<file path="config.mk">
export PLATFORM = sky130hd
export DESIGN_NAME = run_sequencer
export DESIGN_NICKNAME = d
export VERILOG_FILES = /design/src/rtl/replica_pkg.sv /design/src/rtl/run_req_fifo.sv /design/src/rtl/run_sequencer.sv
export SDC_FILE = /design/constraint.sdc
export NUM_CORES = 1
export LEC_CHECK = 0
export BUFFER_PORTS_ARGS = -buffer_cell sky130_fd_sc_hd__buf_2
export CAP_MARGIN = 20
export CORE_MARGIN = 1
export CORE_UTILIZATION = 59
export DETAILED_ROUTE_END_ITERATION = 10
export PLACE_DENSITY = 0.85
export SYNTH_ARGS = -nofsm -noshare
export SYNTH_HDL_FRONTEND = slang
export SYNTH_HIERARCHICAL = 1
export SYNTH_SLANG_ARGS = --single-unit
</file>
<file path="constraint.sdc">
create_clock -name clk -period 5.97 [get_ports clk]
set_clock_uncertainty 0.15 [all_clocks]
set_input_delay 1.194 -clock clk [delete_from_list [all_inputs] [get_ports clk]]
set_output_delay 1.194 -clock clk [all_outputs]
set_load 0.01 [all_outputs]
</file>
<file path="src/rtl/replica_pkg.sv">
// Shared types for the replica datapath: total-distance word, run-request width
// and the run_sequencer state encoding.
package replica_pkg;

   localparam int TOTAL_W     = 32;
   localparam int RUN_TIMES_W = 24;

   typedef logic [TOTAL_W-1:0] total_data_t;

   typedef enum logic [2:0] {
      ST_IDLE       = 3'd0,
      ST_ISSUE      = 3'd1,
      ST_WAIT_START = 3'd2,
      ST_WAIT_END   = 3'd3,
      ST_SCAN       = 3'd4,
      ST_DONE       = 3'd5
   } run_seq_state_t;

endpackage

</file>
<file path="src/rtl/run_req_fifo.sv">
// Small request FIFO with occupancy output; ready depends only on the current
// count, so a full FIFO refuses a push even in a cycle where it pops.
module run_req_fifo #(
   parameter int depth = 4,
   parameter int width = 24
) (
   input  logic                     clk,
   input  logic                     reset_n,
   input  logic                     push,
   input  logic [width-1:0]         wdata,
   input  logic                     pop,
   output logic [width-1:0]         rdata,
   output logic                     ready,
   output logic [$clog2(depth):0]   count
);

   localparam int PTR_W = $clog2(depth);
   localparam logic [PTR_W:0] FULL_COUNT = (PTR_W+1)'(depth);

   logic [width-1:0] mem_r [depth];
   logic [PTR_W-1:0] wr_ptr_r;
   logic [PTR_W-1:0] rd_ptr_r;
   logic             do_push_s;
   logic             do_pop_s;

   assign ready     = (count < FULL_COUNT);
   assign do_push_s = push & ready;
   assign do_pop_s  = pop & (count != {(PTR_W+1){1'b0}});
   assign rdata     = mem_r[rd_ptr_r];

   // Storage is not reset; only occupied slots are ever read.
   always_ff @(posedge clk) begin
      if (do_push_s) begin
         mem_r[wr_ptr_r] <= wdata;
      end
   end

   always_ff @(posedge clk) begin
      if (!reset_n) begin
         wr_ptr_r <= {PTR_W{1'b0}};
         rd_ptr_r <= {PTR_W{1'b0}};
         count    <= {(PTR_W+1){1'b0}};
      end else begin
         if (do_push_s) begin
            wr_ptr_r <= wr_ptr_r + PTR_W'(1);
         end
         if (do_pop_s) begin
            rd_ptr_r <= rd_ptr_r + PTR_W'(1);
         end
         case ({do_push_s, do_pop_s})
            2'b10:   count <= count + (PTR_W+1)'(1);
            2'b01:   count <= count - (PTR_W+1)'(1);
            default: count <= count;
         endcase
      end
   end

endmodule

</file>
<file path="src/rtl/run_sequencer.sv">
// Batch scheduler: issues queued runs to node_control, then rotates the whole
// total-distance chain once and reports its minimum and position.
module run_sequencer
   import replica_pkg::*;
#(
   parameter int replica_num = 32,
   parameter int qdepth      = 4
) (
   input  logic                              clk,
   input  logic                              reset_n,
   input  logic                              req_valid,
   output logic                              req_ready,
   input  logic [RUN_TIMES_W-1:0]            req_times,
   output logic                              run_write,
   output logic [RUN_TIMES_W-1:0]            run_times,
   input  logic                              running,
   input  logic                              bus_dist_req,
   output logic                              scan_active,
   output logic                              distance_shift,
   output total_data_t                       distance_wdata,
   input  total_data_t                       distance_rdata,
   output logic                              best_valid,
   output total_data_t                       best_dist,
   output logic [$clog2(2*replica_num)-1:0]  best_idx,
   output logic                              batch_done,
   output logic [$clog2(qdepth):0]           queue_count
);

   localparam int CHAIN_LEN = 2 * replica_num;
   localparam int IDX_W     = $clog2(CHAIN_LEN);
   localparam logic [IDX_W-1:0] LAST_IDX = IDX_W'(CHAIN_LEN - 1);

   run_seq_state_t         state_r;
   logic [IDX_W-1:0]       shift_cnt_r;
   logic [RUN_TIMES_W-1:0] head_s;
   logic                   pop_s;

   // The host only gets the chain back between batches.
   assign pop_s          = (state_r == ST_IDLE) && (queue_count != '0) && !bus_dist_req;
   assign scan_active    = (state_r == ST_SCAN);
   assign distance_wdata = distance_rdata;

   run_req_fifo #(
      .depth (qdepth),
      .width (RUN_TIMES_W)
   ) u_fifo (
      .clk     (clk),
      .reset_n (reset_n),
      .push    (req_valid),
      .wdata   (req_times),
      .pop     (pop_s),
      .rdata   (head_s),
      .ready   (req_ready),
      .count   (queue_count)
   );

   always_ff @(posedge clk) begin
      if (!reset_n) begin
         state_r        <= ST_IDLE;
         shift_cnt_r    <= {IDX_W{1'b0}};
         run_write      <= 1'b0;
         run_times      <= {RUN_TIMES_W{1'b0}};
         distance_shift <= 1'b0;
         best_valid     <= 1'b0;
         best_dist      <= '0;
         best_idx       <= {IDX_W{1'b0}};
         batch_done     <= 1'b0;
      end else begin
         case (state_r)
            ST_IDLE: begin
               batch_done <= 1'b0;
               run_write  <= 1'b0;
               if (pop_s) begin
                  best_valid  <= 1'b0;
                  shift_cnt_r <= {IDX_W{1'b0}};
                  if (head_s != {RUN_TIMES_W{1'b0}}) begin
                     run_write <= 1'b1;
                     run_times <= head_s;
                     state_r   <= ST_ISSUE;
                  end else begin
                     distance_shift <= 1'b1;
                     state_r        <= ST_SCAN;
                  end
               end
            end
            ST_ISSUE: begin
               run_write <= 1'b0;
               state_r   <= ST_WAIT_START;
            end
            ST_WAIT_START: begin
               if (running) begin
                  state_r <= ST_WAIT_END;
               end
            end
            ST_WAIT_END: begin
               if (!running) begin
                  distance_shift <= 1'b1;
                  shift_cnt_r    <= {IDX_W{1'b0}};
                  state_r        <= ST_SCAN;
               end
            end
            ST_SCAN: begin
               // Strict less-than so ties keep the earliest index.
               if ((shift_cnt_r == {IDX_W{1'b0}}) || (distance_rdata < best_dist)) begin
                  best_dist <= distance_rdata;
                  best_idx  <= shift_cnt_r;
               end
               if (shift_cnt_r == LAST_IDX) begin
                  distance_shift <= 1'b0;
                  best_valid     <= 1'b1;
                  batch_done     <= 1'b1;
                  state_r        <= ST_DONE;
               end else begin
                  shift_cnt_r <= shift_cnt_r + IDX_W'(1);
               end
            end
            ST_DONE: begin
               batch_done <= 1'b0;
               state_r    <= ST_IDLE;
            end
            default: begin
               run_write      <= 1'b0;
               distance_shift <= 1'b0;
               batch_done     <= 1'b0;
               state_r        <= ST_IDLE;
            end
         endcase
      end
   end

endmodule
</file>
# After elaboration in Yosys (flattened, before gate mapping)
# Memory sizes are Yosys's and may differ from the RTL's. A register that Yosys moved wholly into a read port is not among the register bits.
# Index checks and enable logic that the tools add are counted.
[totals]
register_bits = 82
output_inout_bits = 103
mem_count = 1
ram_bits = 96
word_cells = 86
input_bits = 61
[mem_list]
columns = ["name", "words", "width", "rd", "rd_ports_with_merged_regs", "write_ports", "line_no", "text"]
rows = [
  ["u_fifo.mem_r", 4, 24, 1, 1, 1, "run_req_fifo.sv:20", "logic [width-1:0] mem_r [depth];"],
]
[classes]
n_bitwise = 4
add_sub_neg = 5
eq_ne = 14
order_cmp = 2
mux = 27
n_reduce_logical = 21
[ops]
columns = ["op", "count"]
rows = [
  ["32-bit < comparator", 1],
  ["24-bit nonzero test", 1],
  ["6-bit 2-to-1 mux", 3],
  ["6-bit one-hot mux with 3 select lines", 1],
  ["3-bit 2-to-1 mux", 5],
  ["3-bit one-hot mux with 5 select lines", 1],
  ["1-bit 2-to-1 mux", 10],
  ["2-bit inequality test, second input constant", 4],
  ["4-bit AND reduction", 2],
  ["6-bit by 1-bit adder with 6-bit output, second input constant", 1],
  ["3-bit by 2-bit equality test with 1-bit output, second input constant", 2],
  ["3-bit equality test, second input constant", 2],
  ["6-bit equality test, second input constant", 1],
  ["6-bit logical NOT", 1],
  ["1-bit one-hot mux with 2 select lines", 3],
  ["3-bit one-hot mux with 2 select lines", 1],
  ["3-bit AND reduction", 2],
  ["3-bit nonzero test", 2],
  ["3-bit OR reduction", 2],
  ["5-bit AND reduction", 1],
  ["2-bit by 1-bit adder with 2-bit output, second input constant", 2],
  ["2-bit 2-to-1 mux", 2],
  ["2-bit by 1-bit inequality test with 1-bit output, second input constant", 2],
  ["1-bit one-hot mux with 4 select lines", 1],
  ["other kinds (15)", 20],
]

# Logic depth before layout (Yosys ltp)
# Gate-level depths: netlist of run 1.
[logic_depth]
word_depth = 6
mapped_depth = 11
mapped_depth_nobuf = 10

# By module
# Netlist of run 1, hierarchy kept.
[by_module_without_submodules]
columns = ["mod", "n_inst", "cells_each", "seq_area_each_um2", "area_each_um2"]
rows = [
  ["run_sequencer", 1, 482, 1501.4, 4175.3],
  ["run_req_fifo", 1, 174, 3062.9, 3971.3],
]

# Least setup slack after synthesis of run 1
# OpenSTA, ideal clock, no wires.
[synth_timing]
path_kind = "in2reg"
startpoint = "in bus_dist_req"
endpoint = "reg u_fifo.count[2]"
setup_slack_ps = 2484
n_path_buf = 1
stages = 10
setup_time_ps = 76
arrival_time_ps = 3260
cell_sequence = "or3_1 -> clkbuf_1 -> nor3_2 -> o31a_1 -> ha_1 -> inv_1 -> fa_1 -> xor2_1 -> or3_1 -> a21boi_0"
[synth_via]
elab_chain_cells = 5
[synth_rtl]
columns = ["element", "line_no", "text"]
rows = [
  ["start: declaration", "run_sequencer.sv:17", "input logic bus_dist_req,"],
  ["1-bit logical NOT (*)", "run_sequencer.sv:39", "assign pop_s = (state_r == ST_IDLE) && (queue_count != '0) && !bus_dist_req;"],
  ["1-bit logical AND (*)", "run_sequencer.sv:39", ""],
  ["net pop_s", "run_sequencer.sv:36", "logic pop_s;"],
  ["1-bit bitwise AND (*)", "run_req_fifo.sv:28", "assign do_pop_s = pop & (count != {(PTR_W+1){1'b0}});"],
  ["net u_fifo.do_pop_s", "run_req_fifo.sv:24", "logic do_pop_s;"],
  ["2-bit by 1-bit equality test with 1-bit output / 2-bit equality test (equally long branches)", "run_req_fifo.sv:50", "case ({do_push_s, do_pop_s})"],
  ["3-bit one-hot mux with 2 select lines / 2-bit nonzero test (equally long branches)", "--", ""],
  ["end signal: assignment", "run_req_fifo.sv:51", "2'b10: count <= count + (PTR_W+1)'(1);"],
  ["end signal: assignment", "run_req_fifo.sv:52", "2'b01: count <= count - (PTR_W+1)'(1);"],
  ["end signal: assignment", "run_req_fifo.sv:53", "default: count <= count;"],
  ["end: declaration", "run_req_fifo.sv:14", "output logic [$clog2(depth):0] count"],
]
# Mark *: on every way through the listed nets, which the timed path passes. The rest lies on a longest branch.
# A chain may end at the register's enable or synchronous reset.

==> out/results.tsv, run 1 <==
metric	value	unit
status	finished, final reports clean	
grt_max_degree	117	
critPathMaxFanout	25	
ys_top_cells_by_area	edfxtp_1 35%, dfxtp_1 21%, mux2i_1 7.9%	
synth_fp_nets	756	
synth-seq-cells	180	
slew_headroom	0.2675	
numClockSinks	180	
cp_data_required_time	6.13	ns
ant_nets	0	
tns	0	ns
wl	16210	µm
crit_arrival	3.81	ns
layout_min_cycle_time	3.648	ns
clk_pin_slew_worst_paths	0.06	ns
grt-ovfl-total	0	
drc	0	
dieHeight	119.5	µm
rows	42	
yosys_warnings	6	
num_vias	5441	
core_area	13350	µm²
cts_buffers	17	
clockBufferDepth	2	
drive_gt1_frac	0.2804	
grt_pass1_wl	26080	µm
synth_area_per_cell	12.42	µm²
h-tree-depth	4	
cts_resized	0	
num-nets-final	886	
gp_congestion	0.8531	
track_usage	0.2384	
drt-pass1-iter-count	4	
reg2reg_slack	2.32	ns
met1Wirelength	6634	µm
crit_family	simple AND/OR/NAND/NOR gates	
clk_latency	0.42	ns
synth_top_cell_area_share	0.3539	
place_ws	1.986	ns
slew_viol_final	0	
cts_tree	built	
async_flop_share	0	
synth.distinct_cells	46	
finalHoldViolations	0	
io_pins	164	
hpwl	11080	µm
path_buf_inv	2	
crit_path_max_incr_delay	0.74	ns
fmax	274.1	MHz
p_leak	0.003774	µW
syn_to_final_growth	15.65	%
wl_met3	992	µm
vias_per_cell	5.581	
drt_iter0_drc	287	
peakVddDrop	0.0002719	V
dieArea	14280	µm²
regArea	4564	µm²
fin_ws	2.322	ns
grt_pass1_vias	5399	
p_per_area	345.2	nW/µm²
wire_per_inst	16.63	µm
synth_flop_cell	edfxtp_1	
netlist_area	8147	µm²
criticalPathCategory	reg -> reg	
initial_core_util	0.6103	
wl_met2	8206	µm
grt_antenna_before_repair	0	
rsz0062_at_grt	false	
cp-start-kind	flop	
setup_viol	0	
multi_input_area	3013	µm²
synth-edff-count	96	
path_cells	buf_16 > mux4_1 > nor4_1 > and4_1 > nand3_1 > nand2_1 > buf_4 > mux2i_1 > nor2b_1	
finalCritPeriodShare	0.6111	
fp.dieW	119.5	µm
syn_inst	656	
end_kind	flop	
yosysSeqAreaShare	0.5603	
top_layer_used	met4	
num-fill-cells	913	
min_path_type	reg -> reg	
post_cts_buffers	0	
maxCapViolations	0	
holdBufCountCts	0	
portBuffers	163	
crit_slowest_cell	dfxtp_1	
tightest_slew	1.099	ns
synth_top_cell_by_area	edfxtp_1	
clock-root-buffer	clkbuf_16	
diodes	0	
-- cells by family (layout without fill, tap and decap cells) --
kind of cell / Yosys count / count (layout) / synth area share
xor+xnor: 11 / 11 / 0.01183
simple gates: 175 / 175 / 0.1029
buf+inv: 104 / 247 / 0.07126
mux: 88 / 88 / 0.1468
fa+ha+maj: 39 / 39 / 0.06082
compound gates: 59 / 59 / 0.04608
flops: 180 / 180 / 0.5603
-- power breakdown --
group	total, µW	switching (µW)	internal (µW)
clock network	1050	466	580
logic	680	365	315
registers	1530	88.0	1440
total	3250	918	2330
-- worst register-to-register path: stages, from the launching register on --
cell and delay (ns):
dfxtp_1 0.74, buf_16 0.23, mux4_1 0.59, nor4_1 0.40, and4_1 0.30, nand3_1 0.20
nand2_1 0.13, buf_4 0.40, mux2i_1 0.31, nor2b_1 0.08
-- through the flow --
stage	util	hold slack, ns	power (µW)	std cells	cell area, µm²
after detailed placement	0.6641	0.3076	2233	943	8865
after global routing	0.7058	0.3428	3397	975	9422
after floorplan	-	0.3290	2021	656	8147
after CTS	0.7058	0.3224	3282	975	9422
after global placement	0.6621	0.2993	2184	942	8837
final	0.7058	0.3170	3253	975	9422
-- state kept, by name, summed over array words and instances, names as in the netlist, named ones only --
register / flops
shift_cnt_r: 6
best_dist: 32
u_fifo/count: 3
run_times: 24
run_write: 1
state_r: 3
batch_done: 1
u_fifo/rd_ptr_r: 2
distance_shift: 1
u_fifo/mem_r: 96
u_fifo/wr_ptr_r: 2
best_idx: 6
best_valid: 1
-- cell usage in the layout, fill, tap and decap left out, types with 4 or more instances in the layout --
cell       instances
nand3_1            5
xor2_1             6
mux4_1             4
mux2i_1           64
o21ai_0           16
nor2b_1           29
o2111ai_1          5
edfxtp_1          96
dfxtp_1           84
nand2_1           94
a21oi_1           15
buf_2            162
and3_1             4
and2_1            10
buf_4              9
nor4_1             7
nor2_1            12
ha_1              38
clkbuf_16         17
xnor2_1            5
inv_1             43
mux4_2            20
-- worst paths after layout --
check / from / end / depth (start not counted)
setup / recovery: flop / run_times[22] / 9
hold / removal: run_write / run_write / 2
setup reg to reg: flop / run_times[22] / 9
hold reg to reg: run_write / run_write / 2
-- layer usage --
layer,up-vias,global-route usage
li1,2574,-
met3,30,0.04468
met2,211,0.4133
met1,2626,0.2869
met5,-,0
met4,0,0.1125
-- cells in the mapped netlist (5+ instances only) --
cell type	n
o2111ai_1	5
dfxtp_1	84
mux2i_1	64
xor2_1	6
mux4_2	20
edfxtp_1	96
buf_2	6
nor2_1	12
and2_1	10
inv_1	43
buf_4	32
nor4_1	7
nand3_1	5
o21ai_0	16
ha_1	38
a21oi_1	16
nand2_1	94
clkbuf_1	17
xnor2_1	5
nor2b_1	29
-- final cells by class --
type,count,area share
Multi-Input combinational cell,372,0.3198
Inverter,43,0.01713
Clock buffer,19,0.04595
Clock inverter,13,0.01315
Timing Repair Buffer,172,0.09615
Tap cell,176,0.02337
Sequential cell,180,0.4845
Power figures use the tool's default switching activity.
==> run 2: changes to the inputs <==
CORE_UTILIZATION = 55   (was 59)
PLACE_DENSITY = 0.8   (was 0.85)
clock period = 3.7 ns   (was 5.97 ns; I/O delays follow)
==> run 2 against run 1 <==
Maximum frequency up 18%. Hold slack worse by 0.0090 ns. Clock-buffer cell count decreased by 1. Largest cell class unchanged. First-iteration DRC count shrank 1.0%.
==> out/results.tsv, run 2 (synthesis gave the netlist of run 1 again) <==
metric	value	unit
portBuffers	163	
hpwl	11440	µm
fp.dieW	123.7	µm
drc	0	
cp-start-kind	flop	
criticalPathCategory	reg -> reg	
p_leak	0.003811	µW
grt-ovfl-total	0	
post_cts_buffers	0	
cp_data_required_time	3.86	ns
clk_pin_slew_worst_paths	0.07	ns
clk_latency	0.42	ns
layout_common_cells	162 x buf_2, 96 x edfxtp_1, 94 x nand2_1	
dieHeight	123.7	µm
num-fill-cells	1090	
min_path_type	reg -> reg	
comb_power_share	0.210	
clockBufferDepth	2	
tightest_slew	0.6838	ns
status	finished, final reports clean	
rsz0062_at_grt	false	
grt_max_degree	76	
num_vias	5359	
dieArea	15300	µm²
drt_iter0_drc	284	
power.switching	1531	µW
clock-root-buffer	clkbuf_16	
io_pins	164	
p_clk_frac	0.328	
end_kind	flop	
numClockSinks	180	
grt_pass1_wl	25310	µm
final_common_cell	buf_2	
cts_tree	built	
regArea	4564	µm²
p_seq_frac	0.461	
p_per_area	560.2	nW/µm²
track_usage	0.2199	
vias_per_cell	5.424	
gp_congestion	0.7864	
top_register	u_fifo/mem_r	
crit_arrival	3.26	ns
cts_resized	0	
slew_headroom	0.5441	
cts_buffers	17	
p_int	3785	µW
slew_viol_final	0	
p_sw_frac	0.2880	
peakVddDrop	0.0003903	V
drt-pass1-iter-count	4	
tns	0	ns
layout_min_cycle_time	3.098	ns
drive_gt1_frac	0.2877	
syn_to_final_growth	16.50	%
wire_per_inst	16.81	µm
reg2reg_slack	0.60	ns
ant_nets	0	
initial_core_util	0.5627	
h-tree-depth	4	
largest_reg_flops	96	
min_path_cells	2	
fmax	322.8	MHz
reg2reg_to	run_times[19]	
wl	16610	µm
rows	44	
reg.largest.list	u_fifo/mem_r x96, best_dist x32, run_times x24	
post-route-util	0.6555	
hold_start	best_idx[1]	
num-nets-final	890	
r2r_cells	9	
multi_input_area	3013	µm²
core_area	14480	µm²
setup_viol	0	
holdBufCountCts	0	
critPathMaxFanout	24	
grt_antenna_before_repair	1	
holdPathEnd	best_idx[1]	
finalCritPeriodShare	0.8372	
maxCapViolations	0	
finalHoldViolations	0	
grt_pass1_vias	5241	
==> run 2: area by class of cell <==
class                           count  area share
Sequential cell                   180      0.4809
Multi-Input combinational cell    372      0.3175
Timing Repair Buffer              176     0.09914
Clock buffer                       18     0.04522
Tap cell                          184     0.02426
Inverter                           43     0.01701
Clock inverter                     14     0.01569
Antenna cell                        1   0.0002637
==> run 2: worst max path at each step <==
stage,slack (ns),startpoint,depth (start not counted),end
final,0.60,flop,9,run_times[19]
after global placement,0.61,flop,9,run_times[19]
after detailed placement,0.52,bus_dist_req,10,u_fifo/count[2]
after global routing,0.38,flop,9,run_times[19]
after floorplan,0.67,bus_dist_req,10,u_fifo/count[2]
after CTS,0.54,flop,9,run_times[19]
==> run 2: power by group through the flow <==
stage               Clock, µW  Combinational, µW  Sequential, µW
floorplan                   0                773            2490
global placement            0               1080            2470
detailed placement          0               1120            2490
CTS                      1780               1130            2450
global route             1850               1220            2470
finish                   1750               1120            2450
==> run 2: critical path: stages (launching register included) <==
cell	delay (ns)
dfxtp_1	0.36
buf_12	0.23
mux4_2	0.55
nor4_1	0.45
and4_1	0.26
nand3_1	0.19
nand2_1	0.16
buf_4	0.30
mux2i_1	0.25
nor2b_1	0.08
==> run 2: routing by layer <==
metal / global-route usage / wire length (µm)
met1: 0.2535 / 6777
met2: 0.3958 / 8529
met3: 0.05357 / 1049
met4: 0.07681 / 255
met5: 0 / 0
==> run 2: through the flow <==
stage | hold WS, ns | total power, µW | area [µm²] | instances | setup slack (ns)
after global placement | 0.2968 | 3553 | 8910 | 955 | 0.6062
after global routing | 0.3347 | 5541 | 9488 | 987 | 0.3840
after CTS | 0.3156 | 5360 | 9488 | 987 | 0.5350
final | 0.3080 | 5317 | 9490 | 988 | 0.6025
after detailed placement | 0.3059 | 3611 | 8910 | 955 | 0.5212
after floorplan | 0.3290 | 3262 | 8147 | 656 | 0.6679
==> run 3: changes to the inputs <==
CORE_UTILIZATION = 50   (was 55)
PLACE_DENSITY = 0.77   (was 0.8)
clock period = 2.64 ns   (was 3.7 ns; I/O delays follow)
==> run 3 against run 2 <==
The run now ends with setup timing left. Clock power is 48% higher. Utilization is 2.3 points lower. Sequential share of layout area is 2.6 points lower. Flip-flop and latch count stayed put. Critical path depth stayed put. Non-clock buffer count is 35 higher. Register-to-register slack worse by 0.64 ns. Global-route usage is 0.91 points lower. Total power is 51% higher. Largest power group unchanged.
==> out/results.tsv, run 3 (synthesis gave the netlist of run 1 again) <==
metric	value	unit
slew_viol_final	0	
final_common_cell	buf_2	
status	complete, but fails checks	
clock-root-buffer	clkbuf_16	
tightest_slew	0.5593	ns
dieHeight	129.6	µm
slew_headroom	0.6238	
num-nets-final	925	
p_per_area	798.3	nW/µm²
path_buf_inv	3	
drc	0	
p_seq_frac	0.423	
crit_family	simple AND/OR/NAND/NOR gates	
criticalPathCategory	reg -> reg	
io_pins	164	
stdcell_count	1054	
critPathMaxFanout	8	
wire_per_inst	15.97	µm
drive_gt1_frac	0.3389	
violations	setup timing	
ant_nets	0	
comb_power_share	0.254	
core_area	15890	µm²
clockBufferDepth	2	
clk_latency	0.42	ns
p_clk_frac	0.322	
use_met2	0.3608	
syn_to_final_growth	23.28	%
cts_buffers	17	
reg.largest.list	u_fifo/mem_r x96, best_dist x32, run_times x24	
layout_common_cells	162 x buf_2, 96 x edfxtp_1, 93 x nand2_1	
wl	16830	µm
regArea	4568	µm²
multi_input_area	3133	µm²
grt_antenna_before_repair	0	
drt_iter0_drc	269	
cts_tree	built	
setup_viol	14	
grt_pass1_vias	5194	
path_cells	buf_6 > buf_6 > mux4_2 > nor4_4 > nand3_4 > nand2_4 > buf_12 > mux2i_2 > nor2b_1	
finalHoldViolations	0	
rsz0062_at_grt	true	
cp_data_required_time	2.80	ns
grt-ovfl-total	0	
cp-start-kind	flop	
grt_pass1_wl	26340	µm
fmax	373.5	MHz
holdBufCountCts	0	
layout_min_cycle_time	2.678	ns
h-tree-depth	4	
holdWs	0.1673	ns
drt-pass1-iter-count	4	
dieArea	16810	µm²
end_kind	flop	
crit_path_max_incr_delay	0.55	ns
use_met1	0.2583	
crit_top_cell	buf_6	
rows	46	
p_sw_frac	0.2853	
hpwl	11610	µm
crit_arrival	2.84	ns
fp.dieW	129.6	µm
grt_max_degree	47	
power.switching	2287	µW
vias_per_cell	5.125	
min_path_type	in -> reg	
diodes	0	
peakVddDrop	0.0005053	V
dp_cells	1020	
globalRouteMet3Util	0.04996	
fin_ws	-0.03756	ns
numClockSinks	180	
post-route-util	0.6322	
p_leak	0.004031	µW
track_usage	0.2107	
num-fill-cells	1236	
grt.busiest_layer	met2	
p_int	5730	µW
maxCapViolations	0	
num_vias	5402	
gp_congestion	0.7304	
portBuffers	163	
top_register	u_fifo/mem_r	
initial_core_util	0.5128	
largest_reg_flops	96	
crit_slowest_cell	mux4_2	
clk_pin_slew_worst_paths	0.07	ns
finalCritPeriodShare	1.014	
[run 3: area by class of cell]
type	instances	area share
sequential	180	0.4548
clock inverter	13	0.01620
multi-input combinational	372	0.3119
clock buffer	19	0.04410
tap	216	0.02691
inverter	43	0.01607
timing repair buffer	211	0.1299
[run 3: final timing paths]
check,startpoint,end,slack [ns],depth (start not counted)
worst min-delay path,req_times[18],u_fifo/mem_r[2][18],0.17,1
worst max register to register,flop,run_times[23],-0.04,9
worst max-delay path,flop,run_times[23],-0.04,9
worst min register to register,best_idx[0],best_idx[0],0.30,2
[run 3: metrics by stage]
step / area [µm²] / setup slack (ns) / TNS [ns] / total power, µW
floorplan: 8173 / -0.1147 / -0.3955 / 4609
global placement: 9259 / -0.3057 / -6.970 / 5236
detailed placement: 9259 / -0.3831 / -8.888 / 5297
CTS: 9965 / -0.008003 / -0.01172 / 7995
global route: 10040 / -0.1319 / -2.434 / 8412
finish: 10040 / -0.03756 / -0.1810 / 8018
[run 3: repair_timing]
action	in CTS	in global routing
setup buffers	0	1
cloned	0	1
pin swaps	8	4
endpoints found under the setup margin	28	27
gates resized for setup	21	11
[run 3: routing by layer]
layer,vias to the layer above,share of wire
met1,2567,0.42
li1,2639,-
met3,8,0.068
met5,-,0
met4,0,0.0062
met2,188,0.51
[run 3: power by group through the flow]
| stage | logic (µW) | registers [µW] | clock network (µW) |
|---|---|---|---|
| 6_report | 2040 | 3390 | 2590 |
| 5_1_grt | 2220 | 3420 | 2770 |
| 4_1_cts | 1950 | 3390 | 2650 |
| 3_5_place_dp | 1850 | 3440 | 0 |
| 3_3_place_gp | 1800 | 3440 | 0 |
| 2_1_floorplan | 1120 | 3490 | 0 |
